[config.mk]
export PLATFORM = sky130hd
export DESIGN_NAME = alu_mc
export DESIGN_NICKNAME = d
export VERILOG_FILES = /design/src/rtl/alu_pkg.sv /design/src/rtl/alu_seq_muldiv.sv /design/src/rtl/alu_mc.sv
export SDC_FILE = /design/constraint.sdc
export NUM_CORES = 1
export LEC_CHECK = 0
export BUFFER_PORTS_ARGS = -buffer_cell sky130_fd_sc_hd__buf_2
export CORE_UTILIZATION = 56
export CTS_CLUSTER_SIZE = 20
export DETAILED_ROUTE_END_ITERATION = 10
export PLACE_DENSITY = 0.75
export SETUP_SLACK_MARGIN = 0.1
export SLEW_MARGIN = 10
export SYNTH_ARGS = -nofsm -noshare
export SYNTH_HDL_FRONTEND = slang
export SYNTH_SLANG_ARGS = --single-unit
[constraint.sdc]
create_clock -name clk -period 7.4 [get_ports clk]
set_clock_uncertainty 0.2 [all_clocks]
set_input_delay 1.11 -clock clk [delete_from_list [all_inputs] [get_ports clk]]
set_output_delay 1.11 -clock clk [all_outputs]
set_load 0.02 [all_outputs]
[src/rtl/alu_pkg.sv]
`default_nettype none
// ============================================================================
// Module      : alu_pkg
// Description : Shared opcode/state encodings and helpers for alu_mc.
// Revision    : 1.0 - initial release
// ============================================================================
package alu_pkg;

  typedef enum logic [3:0] {
    OP_ADD  = 4'd0,
    OP_SUB  = 4'd1,
    OP_AND  = 4'd2,
    OP_OR   = 4'd3,
    OP_XOR  = 4'd4,
    OP_NOT  = 4'd5,
    OP_SHL  = 4'd6,
    OP_SHR  = 4'd7,
    OP_INC  = 4'd8,
    OP_DEC  = 4'd9,
    OP_ADC  = 4'd10,
    OP_SBB  = 4'd11,
    OP_MUL  = 4'd12,
    OP_MULH = 4'd13,
    OP_DIV  = 4'd14,
    OP_MOD  = 4'd15
  } op_e;

  typedef enum logic [1:0] {
    ST_IDLE = 2'd0,
    ST_BUSY = 2'd1,
    ST_DONE = 2'd2
  } state_e;

  // Opcodes served by the iterative multiplier/divider
  function automatic logic is_iterative(input op_e op);
    return (op == OP_MUL) || (op == OP_MULH) || (op == OP_DIV) || (op == OP_MOD);
  endfunction

  // Opcodes that use the divider (and therefore can divide by zero)
  function automatic logic is_divide(input op_e op);
    return (op == OP_DIV) || (op == OP_MOD);
  endfunction

endpackage
`default_nettype wire

[src/rtl/alu_seq_muldiv.sv]
`default_nettype none
// ============================================================================
// Module      : alu_seq_muldiv
// Description : Iterative unsigned multiplier (shift-add) and restoring
//               divider, one bit per cycle. The hi/lo outputs present the
//               register values after the current iteration, so the result
//               is available on the cycle done_o is high.
//               MUL: {hi,lo} = product.  DIV: lo = quotient, hi = remainder.
// Revision    : 1.0 - initial release
// ============================================================================
module alu_seq_muldiv #(
  parameter int WIDTH = 8
) (
  input  logic             clk,
  input  logic             rst_n,
  input  logic             start_i,
  input  logic             div_i,
  input  logic [WIDTH-1:0] a_i,
  input  logic [WIDTH-1:0] b_i,
  output logic             done_o,
  output logic [WIDTH-1:0] hi_o,
  output logic [WIDTH-1:0] lo_o
);

  localparam int CNT_W = $clog2(WIDTH) + 1;

  logic [CNT_W-1:0] cnt_q;
  logic             run_q;
  logic             div_q;
  logic [WIDTH-1:0] hi_q, hi_d;
  logic [WIDTH-1:0] lo_q, lo_d;
  logic [WIDTH-1:0] opd_q;
  logic [WIDTH:0]   sum;
  logic [WIDTH:0]   shifted;
  logic [WIDTH:0]   trial;

  // One iteration step: shift-add for multiply, restoring step for divide
  always_comb begin
    hi_d    = hi_q;
    lo_d    = lo_q;
    sum     = '0;
    shifted = '0;
    trial   = '0;
    if (div_q) begin
      // Remainder shifts left taking the next dividend bit; a non-negative
      // trial subtraction keeps the difference and sets the quotient bit.
      shifted = {hi_q, lo_q[WIDTH-1]};
      trial   = shifted - {1'b0, opd_q};
      if (!trial[WIDTH]) begin
        hi_d = trial[WIDTH-1:0];
        lo_d = {lo_q[WIDTH-2:0], 1'b1};
      end else begin
        hi_d = shifted[WIDTH-1:0];
        lo_d = {lo_q[WIDTH-2:0], 1'b0};
      end
    end else begin
      // Add multiplicand when multiplier LSB is set, then shift {hi,lo} right
      sum  = {1'b0, hi_q} + (lo_q[0] ? {1'b0, opd_q} : '0);
      hi_d = sum[WIDTH:1];
      lo_d = {sum[0], lo_q[WIDTH-1:1]};
    end
  end

  assign done_o = run_q && (cnt_q == CNT_W'(1));
  assign hi_o   = hi_d;
  assign lo_o   = lo_d;

  // Operand load on start, then WIDTH iterations with a down-counter
  always_ff @(posedge clk or negedge rst_n) begin
    if (!rst_n) begin
      cnt_q <= '0;
      run_q <= 1'b0;
      div_q <= 1'b0;
      hi_q  <= '0;
      lo_q  <= '0;
      opd_q <= '0;
    end else if (start_i) begin
      cnt_q <= CNT_W'(WIDTH);
      run_q <= 1'b1;
      div_q <= div_i;
      hi_q  <= '0;
      lo_q  <= a_i;
      opd_q <= b_i;
    end else if (run_q) begin
      cnt_q <= cnt_q - CNT_W'(1);
      hi_q  <= hi_d;
      lo_q  <= lo_d;
      if (cnt_q == CNT_W'(1)) begin
        run_q <= 1'b0;
      end
    end
  end

endmodule
`default_nettype wire

[src/rtl/alu_mc.sv]
`default_nettype none
// ============================================================================
// Module      : alu_mc
// Description : Parametrised multi-cycle ALU with valid/ready handshakes,
//               persistent carry/borrow for ADC/SBB, and an iterative
//               multiplier/divider for MUL/MULH/DIV/MOD.
// Revision    : 1.0 - initial release
// ============================================================================
module alu_mc
  import alu_pkg::*;
#(
  parameter int WIDTH = 8
) (
  input  logic             clk,
  input  logic             rst_n,
  input  logic             in_valid,
  output logic             in_ready,
  input  logic [WIDTH-1:0] a,
  input  logic [WIDTH-1:0] b,
  input  logic [3:0]       opcode,
  output logic             out_valid,
  input  logic             out_ready,
  output logic [WIDTH-1:0] y,
  output logic             cout,
  output logic             bout,
  output logic             zero,
  output logic             neg,
  output logic             dz,
  output logic             busy
);

  op_e              op_in;
  op_e              op_q;
  state_e           state_q;
  logic             in_ready_q, out_valid_q, busy_q;
  logic [WIDTH-1:0] y_q;
  logic             cout_q, bout_q, zero_q, neg_q, dz_q;
  logic             carry_q, borrow_q;

  logic [WIDTH:0]   sum_ab, dif_ab, adc_ab, sbb_ab, inc_a, dec_a;
  logic [WIDTH-1:0] res_d;
  logic             cout_d, bout_d, dz_d;
  logic             accept, go_busy;

  logic             md_done;
  logic [WIDTH-1:0] md_hi, md_lo, md_y;

  assign op_in   = op_e'(opcode);
  assign accept  = in_valid && in_ready_q;
  // MUL/MULH always iterate; DIV/MOD only when the divisor is non-zero
  assign go_busy = is_iterative(op_in) && !(is_divide(op_in) && (b == '0));

  assign sum_ab = {1'b0, a} + {1'b0, b};
  assign dif_ab = {1'b0, a} - {1'b0, b};
  assign adc_ab = sum_ab + {{WIDTH{1'b0}}, carry_q};
  assign sbb_ab = dif_ab - {{WIDTH{1'b0}}, borrow_q};
  assign inc_a  = {1'b0, a} + (WIDTH+1)'(1);
  assign dec_a  = {1'b0, a} - (WIDTH+1)'(1);

  // Single-cycle result and flags; bit WIDTH is carry or (negative) borrow
  always_comb begin
    res_d  = '0;
    cout_d = 1'b0;
    bout_d = 1'b0;
    dz_d   = 1'b0;
    case (op_in)
      OP_ADD: {cout_d, res_d} = sum_ab;
      OP_SUB: {bout_d, res_d} = dif_ab;
      OP_AND: res_d = a & b;
      OP_OR:  res_d = a | b;
      OP_XOR: res_d = a ^ b;
      OP_NOT: res_d = ~a;
      OP_SHL: begin
        res_d  = {a[WIDTH-2:0], 1'b0};
        cout_d = a[WIDTH-1];
      end
      OP_SHR: begin
        res_d  = {1'b0, a[WIDTH-1:1]};
        cout_d = a[0];
      end
      OP_INC: {cout_d, res_d} = inc_a;
      OP_DEC: {bout_d, res_d} = dec_a;
      OP_ADC: {cout_d, res_d} = adc_ab;
      OP_SBB: {bout_d, res_d} = sbb_ab;
      OP_DIV: begin
        if (b == '0) begin
          res_d = '1;
          dz_d  = 1'b1;
        end
      end
      OP_MOD: begin
        if (b == '0) begin
          res_d = a;
          dz_d  = 1'b1;
        end
      end
      default: res_d = '0;
    endcase
  end

  // Pick the iterative result half that the captured opcode asked for
  always_comb begin
    case (op_q)
      OP_MULH, OP_MOD: md_y = md_hi;
      default:         md_y = md_lo;
    endcase
  end

  alu_seq_muldiv #(
    .WIDTH (WIDTH)
  ) u_muldiv (
    .clk     (clk),
    .rst_n   (rst_n),
    .start_i (accept && go_busy),
    .div_i   (is_divide(op_in)),
    .a_i     (a),
    .b_i     (b),
    .done_o  (md_done),
    .hi_o    (md_hi),
    .lo_o    (md_lo)
  );

  // Handshake FSM with registered result, flags and stored carry/borrow
  always_ff @(posedge clk or negedge rst_n) begin
    if (!rst_n) begin
      state_q     <= ST_IDLE;
      op_q        <= OP_ADD;
      in_ready_q  <= 1'b1;
      out_valid_q <= 1'b0;
      busy_q      <= 1'b0;
      y_q         <= '0;
      cout_q      <= 1'b0;
      bout_q      <= 1'b0;
      zero_q      <= 1'b0;
      neg_q       <= 1'b0;
      dz_q        <= 1'b0;
      carry_q     <= 1'b0;
      borrow_q    <= 1'b0;
    end else begin
      case (state_q)
        ST_IDLE: begin
          if (accept) begin
            op_q       <= op_in;
            in_ready_q <= 1'b0;
            if (go_busy) begin
              state_q <= ST_BUSY;
              busy_q  <= 1'b1;
            end else begin
              state_q     <= ST_DONE;
              out_valid_q <= 1'b1;
              y_q         <= res_d;
              cout_q      <= cout_d;
              bout_q      <= bout_d;
              dz_q        <= dz_d;
              zero_q      <= (res_d == '0);
              neg_q       <= res_d[WIDTH-1];
              if (op_in == OP_ADD || op_in == OP_ADC || op_in == OP_INC) begin
                carry_q <= cout_d;
              end
              if (op_in == OP_SUB || op_in == OP_SBB || op_in == OP_DEC) begin
                borrow_q <= bout_d;
              end
            end
          end
        end
        ST_BUSY: begin
          if (md_done) begin
            state_q     <= ST_DONE;
            busy_q      <= 1'b0;
            out_valid_q <= 1'b1;
            y_q         <= md_y;
            cout_q      <= 1'b0;
            bout_q      <= 1'b0;
            dz_q        <= 1'b0;
            zero_q      <= (md_y == '0);
            neg_q       <= md_y[WIDTH-1];
          end
        end
        ST_DONE: begin
          if (out_ready) begin
            state_q     <= ST_IDLE;
            out_valid_q <= 1'b0;
            in_ready_q  <= 1'b1;
          end
        end
        default: begin
          state_q     <= ST_IDLE;
          in_ready_q  <= 1'b1;
          out_valid_q <= 1'b0;
          busy_q      <= 1'b0;
        end
      endcase
    end
  end

  assign in_ready  = in_ready_q;
  assign out_valid = out_valid_q;
  assign busy      = busy_q;
  assign y         = y_q;
  assign cout      = cout_q;
  assign bout      = bout_q;
  assign zero      = zero_q;
  assign neg       = neg_q;
  assign dz        = dz_q;

endmodule
`default_nettype wire

==> flow_metrics.tcl, run 1 <==
set metrics [dict create \
    outcome "completed" \
    effective_utilization_at_floorplan_pct 58.85 \
    cpPeakStageDelay_ns 0.61 \
    arrival_ns 4.46 \
    critPathBufInv 1 \
    num_io_pins 40 \
    layout.cells.most_common_list "sky130_fd_sc_hd__nand2_1, sky130_fd_sc_hd__o21ai_0, sky130_fd_sc_hd__nor2_1, sky130_fd_sc_hd__a21oi_1, sky130_fd_sc_hd__dfrtp_1" \
    synth.yosys.seq_area_share_pct 22.23 \
    cts_root_buffer "sky130_fd_sc_hd__clkbuf_8" \
    yosysWarningCount 0 \
    detail_route.wirelength_um 19650 \
    detail_route.drc_violations 0 \
    cts_hold_buf 0 \
    hold_viol 0 \
    critical_path.endpoint_type "register" \
    r2r_cells 13 \
    synth.net_count 847 \
    crit_path_start_kind "primary input" \
    globalRoute.totalOverflow 0 \
    grt_util_all_layers_pct 36.78 \
    syn_area_per_cell_um2 7.608 \
    postRouteAntennaNets 0 \
    cts.reportedPaths.clkPinSlew_ns 0.11 \
    design.final.nets 848 \
    dp_hpwl_um 15000 \
    cts.sinks 52 \
    place.gp.congestion 1.109 \
    synth.cell_area_um2 5858 \
    grt_first_pass_wirelength_um 31640 \
    tns_ns 0 \
    placementRows 36 \
    ctsHtreeMaxLevel 2 \
    maxCapViolCount 0 \
    finalCritPeriodShare_pct 59.60 \
    path_cells "buf_2 > ha_1 > fa_1 > a211oi_1 > nor2_1 > nor4_1 > xnor2_1 > nor2_1 > a2111oi_0 > nand3_1 > o31a_1 > o21ai_1" \
    design.die.area_um2 10870 \
    cp.depth 12 \
    synthesis_stage_register_bit_count 52 \
    routed_wire_length_per_instance_um 21.72 \
    ir_drop_uv 314.0 \
    asyncSetResetFlopFracSynth_pct 100.0 \
    maximum_number_of_pins_on_one_net_before_global_route_repair 53 \
    total_leakage_power_nw 2.687 \
    power-per-cell-area_nw_per_um2 339.0 \
    floorplan.die.height_um 104.3 \
    buffer_ports.inserted 39 \
    detail_route.iter0.violations 552 \
    clock_insertion_delay_worst_skew_ns 0.33 \
    ctsResizeCount 0 \
    critical_path.reg2reg.startpoint "u_muldiv.lo_q[7]" \
    detailroute.via_count 6122 \
    final_common_cell "sky130_fd_sc_hd__nand2_1" \
    synth_largest_type_area_fraction_pct 21.79 \
    reg2reg_slack_ns 3.14 \
    worst_path_most_repeated_cell "sky130_fd_sc_hd__nor2_1" \
    hold_class "register to register" \
    layout.filler_cells 942 \
    maxSlewViolCount 0 \
    crit_start "a[0]" \
    regToRegEndpoint "zero" \
    utilization_pct 62.03 \
    max-slew-margin-rel_pct 11.87 \
    synth-edff-count 0 \
    synthFlopType "sky130_fd_sc_hd__dfrtp_1" \
    max_clock_freq_mhz 226.8 \
    final_period_minus_worst_setup_slack_ns 4.410 \
    antenna_found_initial 0 \
    grt_pass1_vias 5742 \
    crit_path_slowest_cell "sky130_fd_sc_hd__a2111oi_0" \
    worst_pin_slew_ns 1.304 \
    worstPathMaxFanout 13 \
    ys_types 73 \
    antennaDiodeCount 0 \
    detail_route.first_pass.iterations 5 \
    endpoint "zero" \
    worst_path_dominant_cell_family "compound AO/OA/AOI/OAI gates" \
    post-synth-top-area-cell "sky130_fd_sc_hd__dfrtp_1" \
    ys_top_cells_by_area "sky130_fd_sc_hd__dfrtp_1, sky130_fd_sc_hd__ha_1, sky130_fd_sc_hd__o21ai_0" \
    timing_worst_setup_path_type "primary input to register" \
    critPathRequiredTime_ns 7.45 \
    timing.final.setup_violations 0 \
    dieWidth_um 104.3 \
    tritoncts "yes" \
    core-area_um2 9955 \
    areaGrowthSynthToFinish_pct 5.404 \
    number_of_buffers_inserted_during_clock_tree_synthesis 5 \
    holdCritStartpoint "y[1]" \
    route.detailed.vias_per_inst 6.765 \
    drive_above_1_share_pct 10.75 \
    rsz0062_at_grt "false" \
    cts_max_path_buffers 2 \
    postCtsSetupBuffers 0 \
    synthCells 770 \
]
[worst reg2reg max path, delay by kind of cell (launching register included)]
family                   cells  cell delay, ns
AO/OA/AOI/OAI                4            0.60
XOR/XNOR                     1            0.93
buffers and inverters        2            0.16
multiplexers                 2            0.96
AND/OR/NAND/NOR              2            0.44
flip-flops                   1            0.42
adder cells (fa/ha/maj)      2            0.47
[power by group]
| part | switching [mW] | internal (mW) |
|---|---|---|
| Clock | 0.104 | 0.103 |
| Sequential | 0.151 | 0.401 |
| Combinational | 0.774 | 0.561 |
[worst min-delay path by stage]
stage                    to  cells past startpoint  slack (ns)
finish                 y[1]                      2        0.29
global route           y[0]                      2        0.33
CTS                    y[1]                      2        0.29
detailed placement     y[1]                      2        0.27
global placement       y[2]                      2        0.26
floorplan           op_q[3]                      2        0.26
[registers in the layout, indices dropped and copies added (netlist names), 2 cells and up]
name and count:
op_q 3, state_q 2, u_muldiv.cnt_q 4, u_muldiv.hi_q 8, u_muldiv.lo_q 8, u_muldiv.opd_q 8, y 8
[cell usage after synthesis, types with 5 or more instances]
cell,n
sky130_fd_sc_hd__a211oi_1,16
sky130_fd_sc_hd__a21o_1,5
sky130_fd_sc_hd__a21oi_1,55
sky130_fd_sc_hd__a221o_1,5
sky130_fd_sc_hd__a221oi_1,6
sky130_fd_sc_hd__a31oi_1,9
sky130_fd_sc_hd__and2_1,10
sky130_fd_sc_hd__and3_1,8
sky130_fd_sc_hd__buf_1,5
sky130_fd_sc_hd__clkbuf_1,39
sky130_fd_sc_hd__dfrtp_1,51
sky130_fd_sc_hd__ha_1,49
sky130_fd_sc_hd__inv_1,44
sky130_fd_sc_hd__mux2_2,10
sky130_fd_sc_hd__mux2i_1,19
sky130_fd_sc_hd__nand2_1,75
sky130_fd_sc_hd__nand2b_1,9
sky130_fd_sc_hd__nand3_1,19
sky130_fd_sc_hd__nor2_1,67
sky130_fd_sc_hd__nor2b_1,11
sky130_fd_sc_hd__nor3_1,30
sky130_fd_sc_hd__nor4_1,10
sky130_fd_sc_hd__o211ai_1,8
sky130_fd_sc_hd__o21a_1,5
sky130_fd_sc_hd__o21ai_0,67
sky130_fd_sc_hd__o221ai_1,5
sky130_fd_sc_hd__o22ai_1,10
sky130_fd_sc_hd__xnor2_1,21
sky130_fd_sc_hd__xor2_1,13
[routing by layer]
layer / vias up / global-route usage (%) / wire [um]
met2: 327 / 61.87 / 9565
met5: - / 0 / 0
li1: 2799 / - / -
met4: 0 / 16.84 / 769
met1: 2947 / 46.72 / 7933
met3: 49 / 4.762 / 1385
[cell type report]
cell class	instances	area, um^2	area share [%]
inverters	47	176.4	2.857
flip-flops and latches	52	1303	21.09
repair buffers	43	225.2	3.647
clock buffers	5	68.82	1.114
clock inverters	3	46.29	0.7497
well taps	133	166.4	2.695
multi-input cells	622	4189	67.84
[metrics by stage]
step	std cells	hold WS [ns]	setup slack, ns	total power [mW]	instance area (um^2)
2_1_floorplan	770	0.2611	3.302	1.531	5858
3_3_place_gp	897	0.2617	2.897	1.803	6060
3_5_place_dp	897	0.2687	2.758	1.853	6060
4_1_cts	905	0.2928	3.065	2.069	6175
5_1_grt	905	0.3257	2.736	2.263	6175
6_report	905	0.2906	2.990	2.093	6175
[cell families after synthesis]
kind of cell / Yosys count / synth area share, %
buffers and inverters: 96 / 6.301
adders and majority gates: 53 / 11.83
and+or+nand+nor: 266 / 22.06
muxes: 32 / 6.322
DFF: 52 / 22.23
xor gates and xnor gates: 34 / 5.083
AOI/OAI and AO/OA: 237 / 26.16
Note: power is estimated with default switching activity, not from simulation.
==> inputs of run 2 (changes only) <==
ABC_AREA = 1   (was unset)
PLACE_DENSITY = 0.78   (was 0.75)
clock period = 3.5 ns   (was 7.4 ns; I/O delays follow)
==> run 2 against run 1 <==
Net effect: final cell count rose by 25%; design area rose by 4.9%; hold slack got worse by 0.24 ns; flip-flop and latch count did not move; sequential share of layout area fell by 0.98 points; routed wire length fell by 2.2%; first-iteration DRC count fell by 0.18%; register-to-register slack got worse by 2.6 ns; global-route usage fell by 1.2 points; clock power rose by 81%.
==> flow_metrics.tcl, run 2 <==
set metrics [dict create \
    outcome "completed" \
    dieWidth_um 106.0 \
    cts.sinks 52 \
    hold_viol 0 \
    antenna_found_initial 0 \
    cts.reportedPaths.clkPinSlew_ns 0.10 \
    hold_class "primary input to asynchronous set/reset pin" \
    floorplan.die.height_um 106.0 \
    syn_area_per_cell_um2 6.304 \
    max-slew-margin-rel_pct 50.93 \
    yosys-top-cells-count "sky130_fd_sc_hd__nand2_1, sky130_fd_sc_hd__inv_1, sky130_fd_sc_hd__nand3_1, sky130_fd_sc_hd__nor2_1, sky130_fd_sc_hd__dfrtp_1" \
    max_clock_freq_mhz 330.6 \
    synth-edff-count 0 \
    detail_route.first_pass.iterations 6 \
    synth.yosys.seq_area_share_pct 21.52 \
    worst_pin_slew_ns 0.7360 \
    finalCritPeriodShare_pct 86.43 \
    crit_path_start_kind "primary input" \
    drive_above_1_share_pct 13.71 \
    route.detailed.vias_per_inst 5.686 \
    ir_drop_uv 393.2 \
    postRouteAntennaNets 0 \
    timing_worst_setup_path_type "primary input to register" \
    synth.net_count 1037 \
    place.gp.congestion 1.028 \
    post-synth-top-area-cell "sky130_fd_sc_hd__dfrtp_1" \
    synthFlopType "sky130_fd_sc_hd__dfrtp_1" \
    worstPathMaxFanout 8 \
    ctsHtreeMaxLevel 2 \
    design.final.nets 1075 \
    detail_route.wirelength_um 19220 \
    yosysWarningCount 0 \
    layout.filler_cells 1061 \
    synth.cell_area_um2 6052 \
    maxCapViolCount 0 \
    ys_types 55 \
    tritoncts "yes" \
    globalRoute.totalOverflow 0 \
    final_period_minus_worst_setup_slack_ns 3.025 \
    detail_route.iter0.violations 551 \
    routed_wire_length_per_instance_um 16.93 \
    maximum_number_of_pins_on_one_net_before_global_route_repair 33 \
    power-per-cell-area_nw_per_um2 709.4 \
    regToRegEndpoint "zero" \
    postCtsSetupBuffers 0 \
    total_leakage_power_nw 3.509 \
    synthCells 960 \
    asyncSetResetFlopFracSynth_pct 100.0 \
    grt_first_pass_wirelength_um 31050 \
    critical_path.endpoint_type "register" \
    cts_max_path_buffers 2 \
    num_io_pins 40 \
    core-area_um2 10420 \
    layout.cells.most_common_list "sky130_fd_sc_hd__nand2_1, sky130_fd_sc_hd__inv_1, sky130_fd_sc_hd__nand3_1, sky130_fd_sc_hd__nor2_1, sky130_fd_sc_hd__dfrtp_1" \
    detailroute.via_count 6454 \
    clock_insertion_delay_worst_skew_ns 0.33 \
    critical_path.reg2reg.startpoint "u_muldiv.lo_q[0]" \
    design.die.area_um2 11230 \
    r2r_cells 17 \
    rsz0062_at_grt "false" \
    areaGrowthSynthToFinish_pct 7.008 \
    critPathRequiredTime_ns 3.56 \
    placedCellCount 1127 \
    cts_hold_buf 0 \
    total_power_mw 4.594 \
    number_of_buffers_inserted_during_clock_tree_synthesis 5 \
    grt_util_all_layers_pct 35.54 \
    placementRows 37 \
    ys_top_cells_by_area "sky130_fd_sc_hd__dfrtp_1, sky130_fd_sc_hd__nand2_1, sky130_fd_sc_hd__ha_1" \
    antennaDiodeCount 0 \
    cts_root_buffer "sky130_fd_sc_hd__clkbuf_8" \
    dp_hpwl_um 15450 \
    reg2reg_slack_ns 0.54 \
    timing.final.setup_violations 0 \
    leading_cell_type_by_number_of_instances_after_synthesis "sky130_fd_sc_hd__nand2_1" \
    final_common_cell "sky130_fd_sc_hd__nand2_1" \
    worst_slack_ns 0.4748 \
    grt_pass1_vias 6097 \
    tns_ns 0 \
    detail_route.drc_violations 0 \
    maxSlewViolCount 0 \
    buffer_ports.inserted 39 \
    dp_worst_setup_slack_ns 0.2388 \
    effective_utilization_at_floorplan_pct 58.10 \
    synthesis_stage_register_bit_count 52 \
    ctsResizeCount 0 \
    finish.cell_count_without_fillers 1135 \
    arrival_ns 3.09 \
    synth_largest_type_area_fraction_pct 21.09 \
]
==> run 2: cell families (layout without fill, tap and decap cells) <==
group | after synthesis | after routing | synth area share (%)
flip-flops | 52 | 52 | 21.52
XOR/XNOR | 11 | 11 | 1.716
AND/OR/NAND/NOR | 557 | 557 | 41.00
AO/OA/AOI/OAI | 127 | 127 | 13.15
adder cells (fa/ha/maj) | 53 | 53 | 11.45
buffers and inverters | 160 | 199 | 11.16
==> run 2: final cells by class <==
cell class	count	area (um^2)	share of cell area, %
Clock inverter	3	27.53	0.4250
Sequential cell	52	1303	20.11
Tap cell	136	170.2	2.628
Multi-Input combinational cell	748	4074	62.91
Clock buffer	5	68.82	1.063
Inverter	140	548.0	8.462
Timing Repair Buffer	51	285.3	4.405
==> run 2: power by group <==
part	total (mW)	leakage (nW)	switching [mW]	internal, mW
sequential	1.13	0.649	0.258	0.876
clock	0.374	0.0463	0.227	0.147
combinational	3.09	2.81	2.00	1.08
==> run 2: how the worst max path moves through the flow <==
| stage | slack (ns) | endpoint | startpoint |
|---|---|---|---|
| 2_1_floorplan | 0.79 | zero | a[0] |
| 3_3_place_gp | 0.26 | borrow_q | a[0] |
| 3_5_place_dp | 0.24 | zero | a[0] |
| 4_1_cts | 0.55 | zero | u_muldiv.lo_q[7] |
| 5_1_grt | 0.28 | zero | u_muldiv.lo_q[0] |
| 6_report | 0.47 | zero | a[0] |
==> run 2: layer usage <==
layer / wire (um) / share of wire, % / up-vias / track usage (%)
met2: 8736 / 45 / 300 / 57.14
met4: 858 / 4.5 / 0 / 16.96
met1: 8184 / 43 / 2897 / 47.53
met3: 1440 / 7.5 / 69 / 4.169
met5: 0 / 0 / - / 0
li1: - / - / 3188 / -
==> run 2: through the flow <==
stage	area [um^2]	hold slack [ns]	utilization, %
2_1_floorplan	6052	0.02941	-
3_3_place_gp	6380	0.2639	61.25
5_1_grt	6476	0.1106	62.17
4_1_cts	6476	0.07789	62.17
3_5_place_dp	6380	0.2680	61.25
6_report	6476	0.05014	62.17
==> run 2: worst max-delay path, stage by stage <==
cell and delay, ns:
sky130_fd_sc_hd__buf_2 0.17, sky130_fd_sc_hd__inv_1 0.19, sky130_fd_sc_hd__ha_1 0.28, sky130_fd_sc_hd__fa_1 0.39, sky130_fd_sc_hd__inv_1 0.13, sky130_fd_sc_hd__nand4_1 0.17, sky130_fd_sc_hd__nand3_1 0.12, sky130_fd_sc_hd__nand2_1 0.08
sky130_fd_sc_hd__nand2_1 0.17, sky130_fd_sc_hd__inv_1 0.08, sky130_fd_sc_hd__nand2_1 0.06, sky130_fd_sc_hd__nand3_1 0.06, sky130_fd_sc_hd__nor2_1 0.09, sky130_fd_sc_hd__nand2_1 0.07, sky130_fd_sc_hd__nor2_1 0.21, sky130_fd_sc_hd__nand3_1 0.12
sky130_fd_sc_hd__nand2_1 0.08, sky130_fd_sc_hd__nand2_1 0.05, sky130_fd_sc_hd__nand2_1 0.05
==> inputs of run 3 (changes only) <==
GPL_TIMING_DRIVEN = 0   (was unset)
==> run 3 against run 2 <==
Net effect: design area increased by 0.46%; fmax is 5.7% lower; die area unchanged; count of clock-buffer cells in the layout did not move; setup slack worse by 0.18 ns; via count decreased by 0.85%; sequential share of layout area decreased by 0.093 points; power increased by 0.35%; global-route usage shrank 2.3 points; core utilization grew 0.29 points; hold slack got worse by 0.018 ns; combinational power grew 2%; largest power group unchanged.
==> flow_metrics.tcl, run 3 (synthesized netlist as in run 2, its figures left out) <==
set metrics [dict create \
    total_leakage_power_nw 3.526 \
    maxSlewViolCount 0 \
    r2r_cells 19 \
    globalRoute.totalOverflow 0 \
    final_period_minus_worst_setup_slack_ns 3.208 \
    cts_hold_buf 0 \
    num_io_pins 40 \
    grt_pass1_vias 6101 \
    place.gp.congestion 0.9918 \
    hold_viol 0 \
    detail_route.first_pass.iterations 5 \
    detail_route.drc_violations 0 \
    grt_util_all_layers_pct 33.24 \
    outcome "completed" \
    floorplan.die.height_um 106.0 \
    cts_max_path_buffers 2 \
    routed_wire_length_per_instance_um 15.74 \
    buffer_ports.inserted 38 \
    final_common_cell "sky130_fd_sc_hd__nand2_1" \
    ctsHtreeMaxLevel 2 \
    antenna_found_initial 0 \
    placedCellCount 1134 \
    cts.sinks 52 \
    finish.cell_count_without_fillers 1142 \
    worst_slack_ns 0.2924 \
    detailroute.via_count 6399 \
    tritoncts "yes" \
    hold_class "primary input to asynchronous set/reset pin" \
    timing.final.setup_violations 0 \
    tns_ns 0 \
    grt_first_pass_wirelength_um 29440 \
    effective_utilization_at_floorplan_pct 58.10 \
    core-area_um2 10420 \
    route.detailed.vias_per_inst 5.603 \
    areaGrowthSynthToFinish_pct 7.505 \
    timing_worst_setup_path_type "primary input to register" \
    dieWidth_um 106.0 \
    detail_route.iter0.violations 452 \
    number_of_buffers_inserted_during_clock_tree_synthesis 5 \
    critical_path.endpoint_type "register" \
    critPathRequiredTime_ns 3.58 \
    ir_drop_uv 415.3 \
    arrival_ns 3.28 \
    postRouteAntennaNets 0 \
    dp_worst_setup_slack_ns 0.001289 \
    max_clock_freq_mhz 311.8 \
    cts_root_buffer "sky130_fd_sc_hd__clkbuf_8" \
    placementRows 37 \
    design.die.area_um2 11230 \
    layout.cells.most_common_list "sky130_fd_sc_hd__nand2_1, sky130_fd_sc_hd__inv_1, sky130_fd_sc_hd__nand3_1, sky130_fd_sc_hd__nor2_1, sky130_fd_sc_hd__dfrtp_1" \
    finalCritPeriodShare_pct 91.65 \
    postCtsSetupBuffers 0 \
    antennaDiodeCount 0 \
    drive_above_1_share_pct 13.72 \
    rsz0062_at_grt "false" \
    max-slew-margin-rel_pct 44.50 \
    dp_hpwl_um 14460 \
    power-per-cell-area_nw_per_um2 708.6 \
    worst_pin_slew_ns 0.8295 \
    worstPathMaxFanout 8 \
    cts.reportedPaths.clkPinSlew_ns 0.11 \
    clock_insertion_delay_worst_skew_ns 0.33 \
    ctsResizeCount 0 \
    detail_route.wirelength_um 17980 \
    maximum_number_of_pins_on_one_net_before_global_route_repair 53 \
    crit_path_start_kind "primary input" \
    design.final.nets 1082 \
    maxCapViolCount 0 \
]
## run 3: changes by cell type in the layout (fill, tap and decap cells not counted), moves of 2 or more
cell	delta
sky130_fd_sc_hd__buf_4	-6
sky130_fd_sc_hd__clkbuf_1	+6
sky130_fd_sc_hd__buf_2	+3
sky130_fd_sc_hd__buf_6	+2
## run 3: path summary, 6_finish.rpt
path                                       start                 to  slack (ns)
worst max register to register  u_muldiv.lo_q[7]               zero        0.58
min in group clk                            b[7]  u_muldiv.opd_q[7]        0.26
max in group asynchronous                  rst_n               y[2]        2.62
worst max-delay path                        a[0]           borrow_q        0.29
worst min register to register              busy               busy        0.29
worst min-delay path                       rst_n  u_muldiv.opd_q[7]        0.03
## run 3: stage by stage
step / hold slack [ns] / area (um^2) / power [mW] / utilization [%]
3_5_place_dp: 0.2642 / 6412 / 4.207 / 61.56
2_1_floorplan: 0.02941 / 6052 / 3.478 / -
5_1_grt: 0.07909 / 6506 / 5.072 / 62.46
3_3_place_gp: 0.2607 / 6412 / 4.149 / 61.56
4_1_cts: 0.2599 / 6504 / 4.585 / 62.44
6_report: 0.03195 / 6506 / 4.610 / 62.46
## run 3: per-layer routing
layer	track usage, %	up-vias	share of wire (%)
met2	56.35	274	46
met3	3.556	58	6.5
met1	42.14	2878	43
li1	-	3189	-
met4	16.17	0	4.4
met5	0	-	0
## run 3: power breakdown
part           internal, mW  switching [mW]  leakage (nW)
Combinational          1.13            2.02          2.83
Clock                 0.144           0.221        0.0485
Sequential            0.877           0.227         0.649
## run 3: worst max-delay path, cell delays in order
cell and delay, ns:
sky130_fd_sc_hd__buf_2 0.19, sky130_fd_sc_hd__inv_1 0.20, sky130_fd_sc_hd__ha_1 0.29, sky130_fd_sc_hd__fa_1 0.55, sky130_fd_sc_hd__ha_1 0.18, sky130_fd_sc_hd__inv_1 0.05, sky130_fd_sc_hd__nor2_1 0.09, sky130_fd_sc_hd__nand2_1 0.11
sky130_fd_sc_hd__nor2_1 0.15, sky130_fd_sc_hd__nand3_1 0.13, sky130_fd_sc_hd__a21oi_1 0.26, sky130_fd_sc_hd__nor2_1 0.08, sky130_fd_sc_hd__o211ai_1 0.28, sky130_fd_sc_hd__nand2_1 0.12, sky130_fd_sc_hd__nand2_1 0.07
## run 3: area by class of cell
class	instances	area, um^2
buffer	20	127.6
clock buffer	5	68.82
fill	1031	3910
sequential	52	1303
multi-input combinational	748	4074
tap	136	170.2
timing repair buffer	38	192.7
clock inverter	3	22.52
inverter	140	548.0
